[config.mk]
export PLATFORM = sky130hd
export DESIGN_NAME = pipe_ctrl
export DESIGN_NICKNAME = d
export VERILOG_FILES = /design/src/rtl/pipe_ctrl_pkg.sv /design/src/rtl/pipe_ctrl_hazard_detect.sv /design/src/rtl/pipe_ctrl.sv
export SDC_FILE = /design/constraint.sdc
export NUM_CORES = 1
export LEC_CHECK = 0
export CORE_MARGIN = 4
export CORE_UTILIZATION = 45
export CTS_BUF_LIST = sky130_fd_sc_hd__clkbuf_2 sky130_fd_sc_hd__clkbuf_4 sky130_fd_sc_hd__clkbuf_8
export CTS_CLUSTER_SIZE = 8
export DETAILED_ROUTE_END_ITERATION = 7
export GPL_ROUTABILITY_DRIVEN = 0
export HOLD_SLACK_MARGIN = 0.12
export PLACE_DENSITY = 0.86
export SETUP_SLACK_MARGIN = 0.15
export SLEW_MARGIN = 20
export SYNTH_ARGS = -nofsm -noshare
export SYNTH_HDL_FRONTEND = slang
export SYNTH_SLANG_ARGS = --single-unit
[constraint.sdc]
create_clock -name clk -period 3.05 [get_ports clk]
set_clock_uncertainty 0.15 [all_clocks]
set_input_delay 0.61 -clock clk [delete_from_list [all_inputs] [get_ports clk]]
set_output_delay 0.61 -clock clk [all_outputs]
set_load 0.01 [all_outputs]
[src/rtl/pipe_ctrl_pkg.sv]
// Shared types for the NPC pipeline hazard scheduler: FSM encoding, the bundle
// of per-register stall/flush controls, and the canned control patterns.
package pipe_ctrl_pkg;

  localparam int REG_ADDR_W    = 5;
  localparam int MC_MAX_CYCLES = 64;

  typedef enum logic [1:0] {
    ST_RUN     = 2'd0,
    ST_MC_WAIT = 2'd1,
    ST_REDIR   = 2'd2
  } state_e;

  typedef struct packed {
    logic stall_if;
    logic stall_id;
    logic stall_ex;
    logic stall_mem;
    logic flush_id;
    logic flush_ex;
    logic flush_mem;
    logic flush_wb;
    logic redir_take;
  } ctrl_t;

  localparam ctrl_t CTRL_IDLE = '0;

  // Whole pipe holds while MEM waits; WB gets a bubble so nothing retires twice.
  function automatic ctrl_t ctrl_freeze();
    ctrl_t c;
    c           = CTRL_IDLE;
    c.stall_if  = 1'b1;
    c.stall_id  = 1'b1;
    c.stall_ex  = 1'b1;
    c.stall_mem = 1'b1;
    c.flush_wb  = 1'b1;
    return c;
  endfunction

  function automatic ctrl_t ctrl_mc_hold();
    ctrl_t c;
    c           = CTRL_IDLE;
    c.stall_if  = 1'b1;
    c.stall_id  = 1'b1;
    c.stall_ex  = 1'b1;
    c.flush_mem = 1'b1;
    return c;
  endfunction

  function automatic ctrl_t ctrl_redirect();
    ctrl_t c;
    c            = CTRL_IDLE;
    c.redir_take = 1'b1;
    c.flush_id   = 1'b1;
    c.flush_ex   = 1'b1;
    return c;
  endfunction

  function automatic ctrl_t ctrl_squash_fetch();
    ctrl_t c;
    c          = CTRL_IDLE;
    c.flush_id = 1'b1;
    return c;
  endfunction

  function automatic ctrl_t ctrl_load_use();
    ctrl_t c;
    c          = CTRL_IDLE;
    c.stall_if = 1'b1;
    c.stall_id = 1'b1;
    c.flush_ex = 1'b1;
    return c;
  endfunction

endpackage

[src/rtl/pipe_ctrl_hazard_detect.sv]
// Load-use comparator: flags an ID instruction that reads the destination of
// a load currently in EX. Purely combinational.
module hazard_detect
  import pipe_ctrl_pkg::*;
#(
  parameter int RegAddrW = REG_ADDR_W
) (
  input  logic                i_id_valid,
  input  logic [RegAddrW-1:0] i_id_rs1,
  input  logic [RegAddrW-1:0] i_id_rs2,
  input  logic                i_id_rs1_used,
  input  logic                i_id_rs2_used,
  input  logic                i_ex_valid,
  input  logic [RegAddrW-1:0] i_ex_rd,
  input  logic                i_ex_wen,
  input  logic                i_ex_is_load,
  output logic                o_load_use
);

  logic w_ex_load_producer;
  logic w_rs1_hit;
  logic w_rs2_hit;

  // x0 is hardwired zero, so a load targeting it never creates a dependency.
  assign w_ex_load_producer = i_ex_valid & i_ex_is_load & i_ex_wen &
                              (i_ex_rd != '0);

  assign w_rs1_hit = i_id_rs1_used & (i_id_rs1 == i_ex_rd);
  assign w_rs2_hit = i_id_rs2_used & (i_id_rs2 == i_ex_rd);

  assign o_load_use = w_ex_load_producer & i_id_valid & (w_rs1_hit | w_rs2_hit);

endmodule

[src/rtl/pipe_ctrl.sv]
// Stall/flush scheduler for the five-stage pipeline: mem freeze, multi-cycle
// EX hold, two-cycle redirect squash and load-use bubble, plus an MC watchdog.
module pipe_ctrl
  import pipe_ctrl_pkg::*;
#(
  parameter int RegAddrW    = REG_ADDR_W,
  parameter int McMaxCycles = MC_MAX_CYCLES
) (
  input  logic                clk,
  input  logic                rst,
  input  logic                id_valid,
  input  logic [RegAddrW-1:0] id_rs1,
  input  logic [RegAddrW-1:0] id_rs2,
  input  logic                id_rs1_used,
  input  logic                id_rs2_used,
  input  logic                ex_valid,
  input  logic [RegAddrW-1:0] ex_rd,
  input  logic                ex_wen,
  input  logic                ex_is_load,
  input  logic                ex_mc_start,
  input  logic                ex_mc_done,
  input  logic                ex_redirect,
  input  logic                mem_busy,
  output logic                stall_if,
  output logic                stall_id,
  output logic                stall_ex,
  output logic                stall_mem,
  output logic                flush_id,
  output logic                flush_ex,
  output logic                flush_mem,
  output logic                flush_wb,
  output logic                redir_take,
  output logic                mc_timeout,
  output logic [1:0]          dbg_state
);

  localparam int CNT_W = $clog2(McMaxCycles + 1);
  localparam logic [CNT_W-1:0] MC_LIMIT = CNT_W'(McMaxCycles);

  state_e           r_state;
  state_e           w_state_nxt;
  logic [CNT_W-1:0] r_mc_cnt;
  logic             r_mc_timeout;
  logic             w_load_use;
  logic             w_mc_enter;
  logic             w_mc_new;
  logic             w_redirect_new;
  ctrl_t            w_ctrl;

  hazard_detect #(
    .RegAddrW (RegAddrW)
  ) u_hazard_detect (
    .i_id_valid    (id_valid),
    .i_id_rs1      (id_rs1),
    .i_id_rs2      (id_rs2),
    .i_id_rs1_used (id_rs1_used),
    .i_id_rs2_used (id_rs2_used),
    .i_ex_valid    (ex_valid),
    .i_ex_rd       (ex_rd),
    .i_ex_wen      (ex_wen),
    .i_ex_is_load  (ex_is_load),
    .o_load_use    (w_load_use)
  );

  // A start that completes in the same cycle behaves like a single-cycle op.
  assign w_mc_new       = ex_valid & ex_mc_start & ~ex_mc_done;
  assign w_redirect_new = ex_valid & ex_redirect;

  always_comb begin
    w_ctrl      = CTRL_IDLE;
    w_state_nxt = r_state;
    w_mc_enter  = 1'b0;
    if (mem_busy) begin
      w_ctrl = ctrl_freeze();
    end else begin
      unique case (r_state)
        ST_RUN: begin
          if (w_mc_new) begin
            w_ctrl      = ctrl_mc_hold();
            w_state_nxt = ST_MC_WAIT;
            w_mc_enter  = 1'b1;
          end else if (w_redirect_new) begin
            w_ctrl      = ctrl_redirect();
            w_state_nxt = ST_REDIR;
          end else if (w_load_use) begin
            w_ctrl = ctrl_load_use();
          end
        end
        ST_MC_WAIT: begin
          if (ex_mc_done) begin
            w_state_nxt = ST_RUN;
          end else begin
            w_ctrl = ctrl_mc_hold();
          end
        end
        ST_REDIR: begin
          // EX holds a bubble here, so ex_redirect is stale and ignored.
          w_ctrl      = ctrl_squash_fetch();
          w_state_nxt = ST_RUN;
        end
        default: begin
          w_state_nxt = ST_RUN;
        end
      endcase
    end
  end

  always_ff @(posedge clk or negedge rst) begin
    if (!rst) begin
      r_state <= ST_RUN;
    end else begin
      r_state <= w_state_nxt;
    end
  end

  // Counter keeps running through a mem freeze; it saturates at the limit.
  always_ff @(posedge clk or negedge rst) begin
    if (!rst) begin
      r_mc_cnt <= '0;
    end else if (w_mc_enter) begin
      r_mc_cnt <= '0;
    end else if ((r_state == ST_MC_WAIT) && (r_mc_cnt != MC_LIMIT)) begin
      r_mc_cnt <= r_mc_cnt + 1'b1;
    end
  end

  always_ff @(posedge clk or negedge rst) begin
    if (!rst) begin
      r_mc_timeout <= 1'b0;
    end else if ((r_state == ST_MC_WAIT) && (r_mc_cnt == MC_LIMIT - 1'b1)) begin
      r_mc_timeout <= 1'b1;
    end
  end

  // Controls are forced low the moment reset asserts, independent of inputs.
  assign stall_if   = rst & w_ctrl.stall_if;
  assign stall_id   = rst & w_ctrl.stall_id;
  assign stall_ex   = rst & w_ctrl.stall_ex;
  assign stall_mem  = rst & w_ctrl.stall_mem;
  assign flush_id   = rst & w_ctrl.flush_id;
  assign flush_ex   = rst & w_ctrl.flush_ex;
  assign flush_mem  = rst & w_ctrl.flush_mem;
  assign flush_wb   = rst & w_ctrl.flush_wb;
  assign redir_take = rst & w_ctrl.redir_take;
  assign mc_timeout = r_mc_timeout;
  assign dbg_state  = r_state;

endmodule

---- Yosys cells after proc, flatten, opt, wreduce, memory -nomap -nowiden ----
Cells that the tools add are included.
operators by class
  add/subtract/negate cells ............... 1
  eq/ne operators ......................... 8
  mux-type cells .......................... 15
  bitwise operators ....................... 22
  reduce and logical (&&, ||, !) cells .... 6
operators with widths
  cell                                                                    count
  9-bit 2-to-1 mux                                                        5
  9-bit case mux with 3 select lines                                      1
  1-bit bitwise AND                                                       19
  7-bit 2-to-1 mux                                                        2
  5-bit equality test                                                     2
  7-bit by 1-bit adder with 7-bit output (second input constant)          1
  7-bit by 6-bit equality test with 1-bit output (second input constant)  1
  7-bit inequality test (second input constant)                           1
  2-bit 2-to-1 mux                                                        3
  5-bit nonzero test                                                      1
  2-bit case mux with 2 select lines                                      1
  1-bit 2-to-1 mux                                                        3
  3-bit inequality test (second input constant)                           1
  3-bit AND reduction                                                     1
  2-bit by 1-bit equality test with 1-bit output (second input constant)  1
  2-bit equality test (second input constant)                             1
  1-bit logical AND                                                       2
  2-bit logical NOT                                                       1
  2-bit inequality test (second input constant)                           1
  1-bit NOT                                                               2
  2-bit nonzero test                                                      1
  1-bit OR                                                                1
storage, ports and cells
  register bits ........................... 10
  word-level logic and storage cells ...... 55

---- Depth between registers and ports, before layout ----
Gate-level depths: netlist of run 1.
  depth after elaboration ................. 11
  gate-level depth with buffers ........... 6
  depth with buffers taken out ............ 5

---- Hierarchy ----
Synthesis of run 1 repeated with hierarchy kept, for this count alone.
second synthesis, totals
  cells, all modules ...................... 93
  area total of the unflattened synthesis .. 812.0 µm²
by module, submodules not included
  module         instances  cells an instance  area each (µm²)  sequential area each (µm²)
  pipe_ctrl      1          75                 671.9            250.2
  hazard_detect  1          18                 140.1            0.0

---- Least setup slack after synthesis of run 1 ----
Ideal clock, no wire load.
  path kind ............................... in2out
  start ................................... input ex_rd[4]
  end ..................................... output stall_if
  data arrival time ....................... 1596 ps
  data required time ...................... 2290 ps
  path slack .............................. 694 ps
  stages on the path ...................... 5
  path buffers ............................ 1
  cell sequence ........................... xor2_1 nor4_1 a32oi_1 o21bai_1 buf_4
on the way
  cells in the longest elaborated chain, start to end .. 10
RTL lines
  what                                               line                                                                                         text
  start: declaration                                 pipe_ctrl.sv:17                                                                              input logic [RegAddrW-1:0] ex_rd,
  5-bit equality test, or another cell as far along  pipe_ctrl_hazard_detect.sv:28                                                                assign w_rs1_hit = i_id_rs1_used & (i_id_rs1 == i_ex_rd);
  1-bit bitwise AND, on equally long branches        pipe_ctrl_hazard_detect.sv:28, pipe_ctrl_hazard_detect.sv:25, pipe_ctrl_hazard_detect.sv:29
  1-bit OR or 1-bit bitwise AND (tied branches)      pipe_ctrl_hazard_detect.sv:31                                                                assign o_load_use = w_ex_load_producer & i_id_valid & (w_rs1_hit | w_rs2_hit);
  1-bit bitwise AND (*)                              pipe_ctrl_hazard_detect.sv:31
  9-bit 2-to-1 mux (*)                               pipe_ctrl.sv:85                                                                              end else if (w_load_use) begin
  9-bit 2-to-1 mux (*)                               pipe_ctrl.sv:82                                                                              end else if (w_redirect_new) begin
  9-bit 2-to-1 mux (*)                               pipe_ctrl.sv:78                                                                              if (w_mc_new) begin
  9-bit case mux with 3 select lines (*)             pipe_ctrl.sv:76                                                                              unique case (r_state)
  9-bit 2-to-1 mux (*)                               pipe_ctrl.sv:73                                                                              if (mem_busy) begin
  1-bit bitwise AND (*)                              pipe_ctrl.sv:136                                                                             assign stall_if = rst & w_ctrl.stall_if;
  end: declaration                                   pipe_ctrl.sv:24                                                                              output logic stall_if,
Mark *: on every way between the ends. The rest lies on a longest branch, timed or not.

---- Worst setup path after layout of run 1 ----
  start ................................... input id_rs2[4]
  end ..................................... output stall_id
on the way
  cells in the longest elaborated chain, start to end .. 10
RTL lines
  what                                line                           text
  start: declaration                  pipe_ctrl.sv:13                input logic [RegAddrW-1:0] id_rs2,
  5-bit equality test                 pipe_ctrl_hazard_detect.sv:29  assign w_rs2_hit = i_id_rs2_used & (i_id_rs2 == i_ex_rd);
  1-bit bitwise AND                   pipe_ctrl_hazard_detect.sv:29
  1-bit OR                            pipe_ctrl_hazard_detect.sv:31
  1-bit bitwise AND                   pipe_ctrl_hazard_detect.sv:31
  9-bit 2-to-1 mux                    pipe_ctrl.sv:85
  9-bit 2-to-1 mux                    pipe_ctrl.sv:82
  9-bit 2-to-1 mux                    pipe_ctrl.sv:78
  9-bit case mux with 3 select lines  pipe_ctrl.sv:76
  9-bit 2-to-1 mux                    pipe_ctrl.sv:73
  1-bit bitwise AND                   pipe_ctrl.sv:137               assign stall_id = rst & w_ctrl.stall_id;
  end: declaration                    pipe_ctrl.sv:25                output logic stall_id,
Every way passes these cells.

==> metrics.txt, run 1 <==
synthesized cell area approximately 840 µm²; Lkg Pwr ~0.0006 µW; Clock transition at path regs approximately 0.06 ns; Final Hold Fails 0; DR vias 822; WP data arrival between 2 and 2.5 ns; number of remaining DRC errors 0; Clk Latency, worst-skew pair about 0.26 ns; r2r setup slk 1.33 ns; PwrDens between 400 and 500 nW/µm²; n_diodes 0; first-pass GRT wire length around 3600 µm; CTS tree built; FF+latch count, synth 10; Slew headroom between 60% and 70%; Seq/Total Area, Yosys 29.8%; Initial Utilization slightly below 50%; root buffer cell clkbuf_4; # rows 15; initial antenna violation count 0; share of cells above drive strength 1 a little over a fifth; router iterations before antenna repair 4; highest clock rate about 350 MHz; post-route ant nets 0; final setup vio count 0; fin crit period about 2.9 ns; yosys warns 0; DIE WIDTH just over 50 µm; Sink Count 10; status finished, final reports clean; IO buf count 38; WS Path Type in2out; Final nets 169; FILL cells about 130; Final Max Slew Viols 0; Slew @ Worst Pin 0.498 ns; Remaining Overflow, GRT 0; via/cell ratio between 5 and 6; largest net degree at the start of global routing 11; routed length per instance between 10 and 15 µm; cells after synthesis 92; part of the cycle the worst path needs approximately 94%; Max clock buf depth 2; core box area around 1700 µm²; DR iter-0 viols 11; RSZ-0062 raised after global routing yes; Synthesized Nets 121; sum of negative setup slack 0 ns; Die H 51.2 µm; Top Ports 39; worst-path maximum fanout 2; final wirelength approximately 2400 µm; number of distinct library cells after synthesis 36; Startpoint Class primary input; Hold Path Class reg2reg; DP HPWL a little under 2000 µm; area grow syn2layout 59.6%; Max VDD drop between 0.5 and 0.6 mV; setup bufs post-CTS 0; die area ~2600 µm²; Critical Path RT about 2.3 ns; CTS H-Tree Depth 1; Total GRT Usage 18.2%; Synth Area per Inst a little over 9 µm²; vias in the first global route 819; Core Util, Final approximately 77%; MaxCap Viol Count 0; crit end category output pin; Num CTS Buffers 3
## final timing paths
| check | to | cells past startpoint | start |
|---|---|---|---|
| worst max-delay path | stall_id | 6 | id_rs2[4] |
| worst min-delay path | mc_timeout | 2 | mc_timeout |
| worst max register to register | r_mc_cnt[1] | 4 | dbg_state[0] |
| worst min register to register | mc_timeout | 2 | mc_timeout |
| max in group asynchronous | r_mc_cnt[4] | 2 | rst |
| min in group asynchronous | dbg_state[1] | 2 | rst |
## report_power, final
part / leakage, µW / internal [µW] / total (µW) / switching, µW
sequential: 0.000132 / 174 / 239 / 64.8
combinational: 0.000457 / 142 / 256 / 113
clock: 0.0000138 / 45.4 / 87.1 / 41.7
total: 0.000602 / 362 / 582 / 220
## Yosys cell counts (all sizes together)
cell / instances / share of area [%]
dfrtp: 10 / 30
xor2: 9 / 9.4
nor2: 8 / 3.9
inv: 7 / 3.1
a21oi: 5 / 3.0
nand2: 5 / 2.2
buf: 4 / 4.0
nor3: 4 / 2.4
nor4: 4 / 3.7
o21ai: 4 / 2.4
xnor2: 4 / 4.2
or3: 3 / 2.2
a311o: 2 / 2.4
and2: 2 / 1.5
ha: 2 / 3.0
nand2b: 2 / 2.4
nand3: 2 / 1.2
nor4b: 2 / 3.9
o21bai: 2 / 1.8
a21boi: 1 / 1.3
a31o: 1 / 1.0
a32oi: 1 / 1.0
and2b: 1 / 0.89
and3b: 1 / 1.0
mux2: 1 / 1.8
nand3b: 1 / 0.89
nand4: 1 / 0.75
nand4b: 1 / 2.8
o22a: 1 / 1.0
o31ai: 1 / 0.89
## kinds of logic after synthesis
logic type,Yosys count,synth area share (%)
fa+ha+maj,2,2.98
xor+xnor,13,13.6
flops,10,29.8
buf+inv,11,7.15
mux,1,1.79
compound gates,18,14.9
simple gates,37,29.8
## registers in the layout (all words and copies together), names as in the netlist
register and flops:
r_mc_cnt 7, dbg_state 2, mc_timeout 1
## worst max-delay path: stages
cell and delay (ns):
clkdlybuf4s50_1 0.41, xor2_1 0.16, nor4_2 0.33, a32oi_2 0.20, o21bai_4 0.17, clkdlybuf4s15_2 0.23
## per-layer routing
layer	routed length, µm	global-route usage, %
met5	0	0
met4	21	4.48
met2	1440	34.5
met3	57	4.66
met1	860	19.7
## metrics by stage
stage / power (µW) / instances / instance area, µm² / setup WS (ns) / hold slack [ns]
after floorplan: 383 / 92 / 840 / 0.694 / 0.164
after global placement: 474 / 160 / 1280 / -0.149 / 0.296
after CTS: 576 / 163 / 1300 / 0.0991 / 0.317
after global routing: 618 / 163 / 1340 / 0.115 / 0.368
final: 582 / 163 / 1340 / 0.180 / 0.310
after detailed placement: 489 / 160 / 1280 / -0.240 / 0.305
## repair_timing
action | CTS | global route
endpoints found under the hold margin | 0 | 0
pin swaps | 3 | 4
hold buffers | 0 | 0
setup endpoints to repair | 7 | 5
gates resized for setup | 13 | 12
## layout by cell type (no fill, tap or decap), types with 3 or more instances in the layout
cell type        netlist  layout
clkdlybuf4s50_1        0      26
dfrtp_1               10      10
xor2_1                 9       9
buf_4                  3       9
inv_1                  7       7
nor2_1                 7       7
dlygate4sd2_1          0       6
a21oi_1                5       5
nand2_1                5       5
nor4_2                 1       4
xnor2_1                4       4
nor3_1                 4       4
o21ai_0                4       4
or3_1                  3       3
clkbuf_4               0       3
## final cells by class
| type | count | area, µm² | share of cell area, % |
|---|---|---|---|
| clock buffer | 3 | 22.5 | 1.68 |
| inverter | 7 | 26.3 | 1.96 |
| multi-input combinational | 71 | 573 | 42.8 |
| sequential | 10 | 250 | 18.7 |
| tap | 25 | 31.3 | 2.33 |
| timing repair buffer | 47 | 437 | 32.6 |
(Power assumes the default switching activity.)
==> run 2: changes to the inputs <==
Settings changed: CORE_ASPECT_RATIO from default to 1.1, PLACE_DENSITY 0.86 to 0.87, SYNTH_HIERARCHICAL from default to 1.
==> metrics.txt, run 2 <==
Final Hold Fails 0 (unchanged); MaxCap Viol Count 0 (unchanged); post-synthesis simple-gate area fraction 26.5% (-3.3 points); DIE WIDTH 48.5 µm (-5.3%); Num CTS Buffers 3 (unchanged); share of cells above drive strength 1 23.7% (+2.7 points); Clk Latency, worst-skew pair 0.27 ns (about the same); crit end category output pin; Final nets 166 (-1.8%); CTS H-Tree Depth 1 (unchanged); Synth Area in Compound Gates 18.5% (+3.6 points); worst hold path cell count 1 (-1); worst-path maximum fanout 5 (+3); min-delay src mc_timeout; final wirelength 2520 µm (+5.9%); CP startpoint ex_valid; Final Max Slew Viols 0 (unchanged); reg2reg path depth 3 (-1); PwrDens 456 nW/µm² (+5.0%); Post-synth EDFFs 0 (unchanged); most common cell in the netlist dfrtp_1; number of distinct library cells after synthesis 34 (-5.6%); Synth Area per Inst 8.73 µm² (-4.3%); Max clock buf depth 2 (unchanged); number of remaining DRC errors 0 (unchanged); root buffer cell clkbuf_4; post-synthesis xor/xnor area fraction 10.8% (-2.8 points); vias in the first global route 920 (+12%); FF+latch count, synth 10 (unchanged); status finished, final reports clean; DR vias 880 (+7.1%); first-pass GRT wire length 4230 µm (+19%); router iterations before antenna repair 4 (unchanged); mux contribution to synthesized area 3.70% (+1.9 points); Lkg Pwr 0.000579 µW (-3.8%); area grow syn2layout 50.2%; post-route ant nets 0 (unchanged); Critical Path RT 2.29 ns (about the same); WP data arrival 2.08 ns (-0.03 ns); Core Util, Final 74.7% (-2.1 points); most area-hungry cell type in the Yosys netlist dfrtp_1; register name with the most flops r_mc_cnt; max FFs per register 7 (unchanged); yosys warns 6 (+6); synthesized cell area 812 µm² (-3.3%); DR iter-0 viols 20 (+9); Total GRT Usage 21.5% (+3.4 points); Clock transition at path regs 0.06 ns (about the same); DP HPWL 2030 µm (+3.1%); largest family of logic cells by synthesized area simple AND/OR/NAND/NOR gates; Initial Utilization 49.7% (+1.6 points); part of the cycle the worst path needs 93.0% (-1.1 points); FILL cells 127 (unchanged); sum of negative setup slack 0 ns (unchanged); Seq/Total Area, Yosys 30.8% (+1.0 points); commonest non-fill, non-tap cell in the layout clkdlybuf4s50_1; Synth top area share 30.8% (+1.0 points); WS Path Type in2out; Slew headroom 65.4% (-1.2 points); fin crit period 2.84 ns (-0.0350 ns); cells after synthesis 93 (+1.1%); Slew @ Worst Pin 0.514 ns (+0.0159 ns); n_diodes 0 (unchanged); hold_ws 0.332 ns (+0.0229 ns); Synthesized Nets 122 (+0.83%); RSZ-0062 raised after global routing no; Top Ports 39 (unchanged); Hold Path Class reg2reg; Remaining Overflow, GRT 0 (unchanged); highest clock rate 353 MHz (+1.2%); FF-to-FF Start r_mc_cnt[3]; die area 2550 µm² (-2.8%); most area-consuming cells after synthesis dfrtp_1 31%, xor2_1 8.6%, a21oi_1 4.3%; CTS tree built; # rows 15 (unchanged); core box area 1630 µm² (-6.5%); Max VDD drop 0.384 mV (-31%); Startpoint Class primary input; Sink Count 10 (unchanged); Post-synth top cells 10 x dfrtp_1, 8 x xor2_1, 7 x a21oi_1, 7 x nor2_1; most frequent cells in the layout 18 x clkdlybuf4s50_1, 10 x dfrtp_1, 7 x a21oi_1, 7 x clkbuf_2; largest net degree at the start of global routing 12 (+1); IO buf count 38 (unchanged); Die H 52.6 µm (+2.6%); Synth Area in Adders 3.08% (+0.10 points); cts hold-fix bufs 0 (unchanged); final setup vio count 0 (unchanged); Post-synth ARST share 100% (unchanged); initial antenna violation count 0 (unchanged); via/cell ratio 5.79 (+15%); routed length per instance 16.6 µm (+14%); Synth Flop Type dfrtp_1
==> run 2: what timing repair did <==
| item | 4_1_cts | 5_1_grt |
|---|---|---|
| pin swaps | 10 | 11 |
| buffers inserted | 1 | 0 |
| setup endpoints to repair | 5 | 6 |
| resized for setup | 39 | 22 |
==> run 2: report_power, final <==
part | total, µW | switching, µW | internal [µW] | leakage [µW]
logic | 229 | 114 | 114 | 0.000435
clock network | 89.4 | 43.8 | 45.6 | 0.0000138
registers | 238 | 64.3 | 174 | 0.000131
==> run 2: path summary, 6_finish.rpt <==
kind                       slack [ns]      endpoint
max in group asynchronous        1.86    mc_timeout
min                              0.33    mc_timeout
max                              0.21     flush_mem
min reg2reg                      0.33    mc_timeout
max reg2reg                      1.33   r_mc_cnt[0]
min in group asynchronous        0.45  dbg_state[1]
==> run 2: cell type report <==
class	count	area, µm²	area share [%]
multi-input cells	73	544	44.6
repair buffers	44	363	29.7
flip-flops and latches	10	250	20.5
clock buffers	3	22.5	1.85
well taps	17	21.3	1.74
inverters	5	18.8	1.54
==> run 2: critical path: stages <==
cell and delay [ns]:
clkdlybuf4s50_1 0.50, buf_4 0.14, a21oi_1 0.09, or3_1 0.37
nor2_2 0.12, clkdlybuf4s15_1 0.24
==> run 2: cell families (layout without fill, tap and decap cells) <==
logic type               count (synthesis)  after routing
XOR/XNOR                                10             10
multiplexers                             3              3
AO/OA/AOI/OAI                           22             22
flip-flops                              10             10
adder cells (fa/ha/maj)                  2              2
AND/OR/NAND/NOR                         36             36
buffers and inverters                   10             52
==> run 2: layer usage <==
layer / wire length, µm / global-route usage (%) / part of all wire [%]
met1: 1020 / 22.7 / 40
met2: 1290 / 41.3 / 51
met3: 188 / 5.70 / 7.5
met4: 23 / 6.73 / 0.91
met5: 0 / 0 / 0
==> run 2: stage by stage <==
step           area [µm²]  instances  power, µW  setup slack (ns)
6_report             1220        152        556             0.215
4_1_cts              1250        152        561             0.149
3_5_place_dp         1220        148        471            -0.640
2_1_floorplan         812         93        364             0.437
3_3_place_gp         1220        148        451            -0.435
5_1_grt              1220        152        599             0.163
==> run 3: changes to the inputs <==
Settings changed: CELL_PAD_IN_SITES_DETAIL_PLACEMENT from default to 1, CELL_PAD_IN_SITES_GLOBAL_PLACEMENT from default to 1, CORE_UTILIZATION 45 to 32, PLACE_DENSITY 0.87 to default, PLACE_DENSITY_LB_ADDON from default to 0.1.
==> metrics.txt, run 3 (same netlist as run 2, synthesis figures left out) <==
commonest non-fill, non-tap cell in the layout clkdlybuf4s50_1; core box area 2340 µm² (+43%); Critical Path RT 2.29 ns (about the same); reg2reg path depth 3 (unchanged); Max VDD drop 0.283 mV (-26%); Die H 60.8 µm (+16%); number of remaining DRC errors 0 (unchanged); Num CTS Buffers 3 (unchanged); Final nets 168 (+1.2%); final wirelength 2700 µm (+7.3%); part of the cycle the worst path needs 91.4% (-1.6 points); Top Ports 39 (unchanged); WP data arrival 2.03 ns (-0.05 ns); Hold Path Class reg2reg; Sink Count 10 (unchanged); router iterations before antenna repair 4 (unchanged); highest clock rate 359 MHz (+1.8%); Initial Utilization 34.7% (-15 points); pre-CTS WS -0.507 ns (+0.133 ns); crit end category output pin; worst-path maximum fanout 5 (unchanged); routed length per instance 16.2 µm (-2.4%); placed instance count 163 (+10%); Clock transition at path regs 0.06 ns (about the same); root buffer cell clkbuf_4; Slew @ Worst Pin 0.419 ns (-0.0942 ns); Clk Latency, worst-skew pair 0.26 ns (about the same); status finished, final reports clean; final setup vio count 0 (unchanged); Slew headroom 71.8% (+6.3 points); largest net degree at the start of global routing 12 (unchanged); worst setup margin 0.264 ns (+0.0490 ns); fin crit period 2.79 ns (-0.0490 ns); Final Hold Fails 0 (unchanged); IO buf count 38 (unchanged); # rows 18 (+3); MaxCap Viol Count 0 (unchanged); post-route ant nets 0 (unchanged); register name with the most flops r_mc_cnt; met1 Track Usage GR 18.6% (-4.2 points); DR iter-0 viols 9 (-55%); initial antenna violation count 0 (unchanged); n_diodes 0 (unchanged); vias in the first global route 919 (-0.11%); min-delay src mc_timeout; met3 GRT Util 3.40% (-2.3 points); WS Path Type in2out; CTS H-Tree Depth 1 (unchanged); DIE WIDTH 56.0 µm (+16%); Lkg Pwr 0.000574 µW (-0.92%); FF-to-FF Start r_mc_cnt[3]; die area 3410 µm² (+34%); non-filler instance count after layout 167 (+9.9%); met2 global-route usage 31.9% (-9.4 points); cts hold-fix bufs 0 (unchanged); Max clock buf depth 2 (unchanged); Reg2Reg Capture Point r_mc_cnt[0]; worst hold path cell count 1 (unchanged); share of cells above drive strength 1 21.9% (-1.8 points); most frequent cells in the layout 17 x clkdlybuf4s50_1, 10 x dfrtp_1, 8 x clkbuf_2, 8 x buf_4, 8 x xor2_1; first-pass GRT wire length 4420 µm (+4.4%); Final Max Slew Viols 0 (unchanged); via/cell ratio 5.22 (-9.9%); max FFs per register 7 (unchanged); Total GRT Usage 16.3% (-5.2 points); r2r setup slk 1.42 ns (+0.09 ns); area grow syn2layout 51.5%; Core Util, Final 52.5% (-22 points); CTS tree built; Remaining Overflow, GRT 0 (unchanged); Top Usage Layer GRT met2; DP HPWL 2210 µm (+8.8%); Hold Path End mc_timeout; sum of negative setup slack 0 ns (unchanged); PwrDens 453 nW/µm² (-0.50%); Startpoint Class primary input; RSZ-0062 raised after global routing yes; DR vias 871 (-1.0%); CP startpoint ex_valid
run 3: cell types whose count changed in the layout (fill, tap and decap cells not counted), sizes merged:
cell           change
dlygate4sd2        +3
buf                +1
clkbuf             +1
clkdlybuf4s15      -1
clkdlybuf4s50      -1
dlymetal6s2s       -1
run 3: how the worst max path moves through the flow:
| stage | endpoint | slack, ns | depth (start not counted) |
|---|---|---|---|
| floorplan | stall_if | 0.44 | 7 |
| global placement | stall_if | -0.47 | 8 |
| detailed placement | stall_if | -0.51 | 8 |
| CTS | stall_if | 0.15 | 8 |
| global route | stall_if | 0.14 | 8 |
| finish | flush_mem | 0.26 | 6 |
run 3: layer usage:
layer / part of all wire [%] / vias to the layer above / routed length (µm)
met5: 0 / - / 0
met4: 0 / 0 / 0
met3: 5.3 / 0 / 142
met2: 54 / 27 / 1450
met1: 41 / 418 / 1110
li1: - / 426 / -
run 3: where the power goes:
part | internal [µW] | leakage, µW | switching [µW] | total [µW]
clock | 45.4 | 0.0000138 | 40.9 | 86.3
sequential | 174 | 0.000131 | 66.6 | 240
combinational | 118 | 0.000429 | 113 | 231
run 3: cell type report:
cell class                 instances  area, µm²
inverter                           5       18.8
clock buffer                       3       22.5
tap                               30       37.5
sequential                        10        250
multi-input combinational         73        517
timing repair buffer              46        384
fill                             301       1110
run 3: critical path, cell delays in order:
cell	delay, ns
clkdlybuf4s50_1	0.48
buf_4	0.15
a21oi_2	0.07
or3_1	0.35
nor2_1	0.11
clkdlybuf4s15_1	0.26
run 3: repair_timing:
action | 4_1_cts | 5_1_grt
setup endpoints to repair | 7 | 4
pin swaps | 9 | 12
buffers inserted | 1 | 0
resized for setup | 35 | 23
run 3: per-stage QoR:
stage	instance area (µm²)	hold WS, ns	total power [µW]
finish	1230	0.340	558
floorplan	812	0.164	364
CTS	1260	0.342	565
global route	1230	0.346	604
detailed placement	1250	0.325	477
global placement	1250	0.312	460
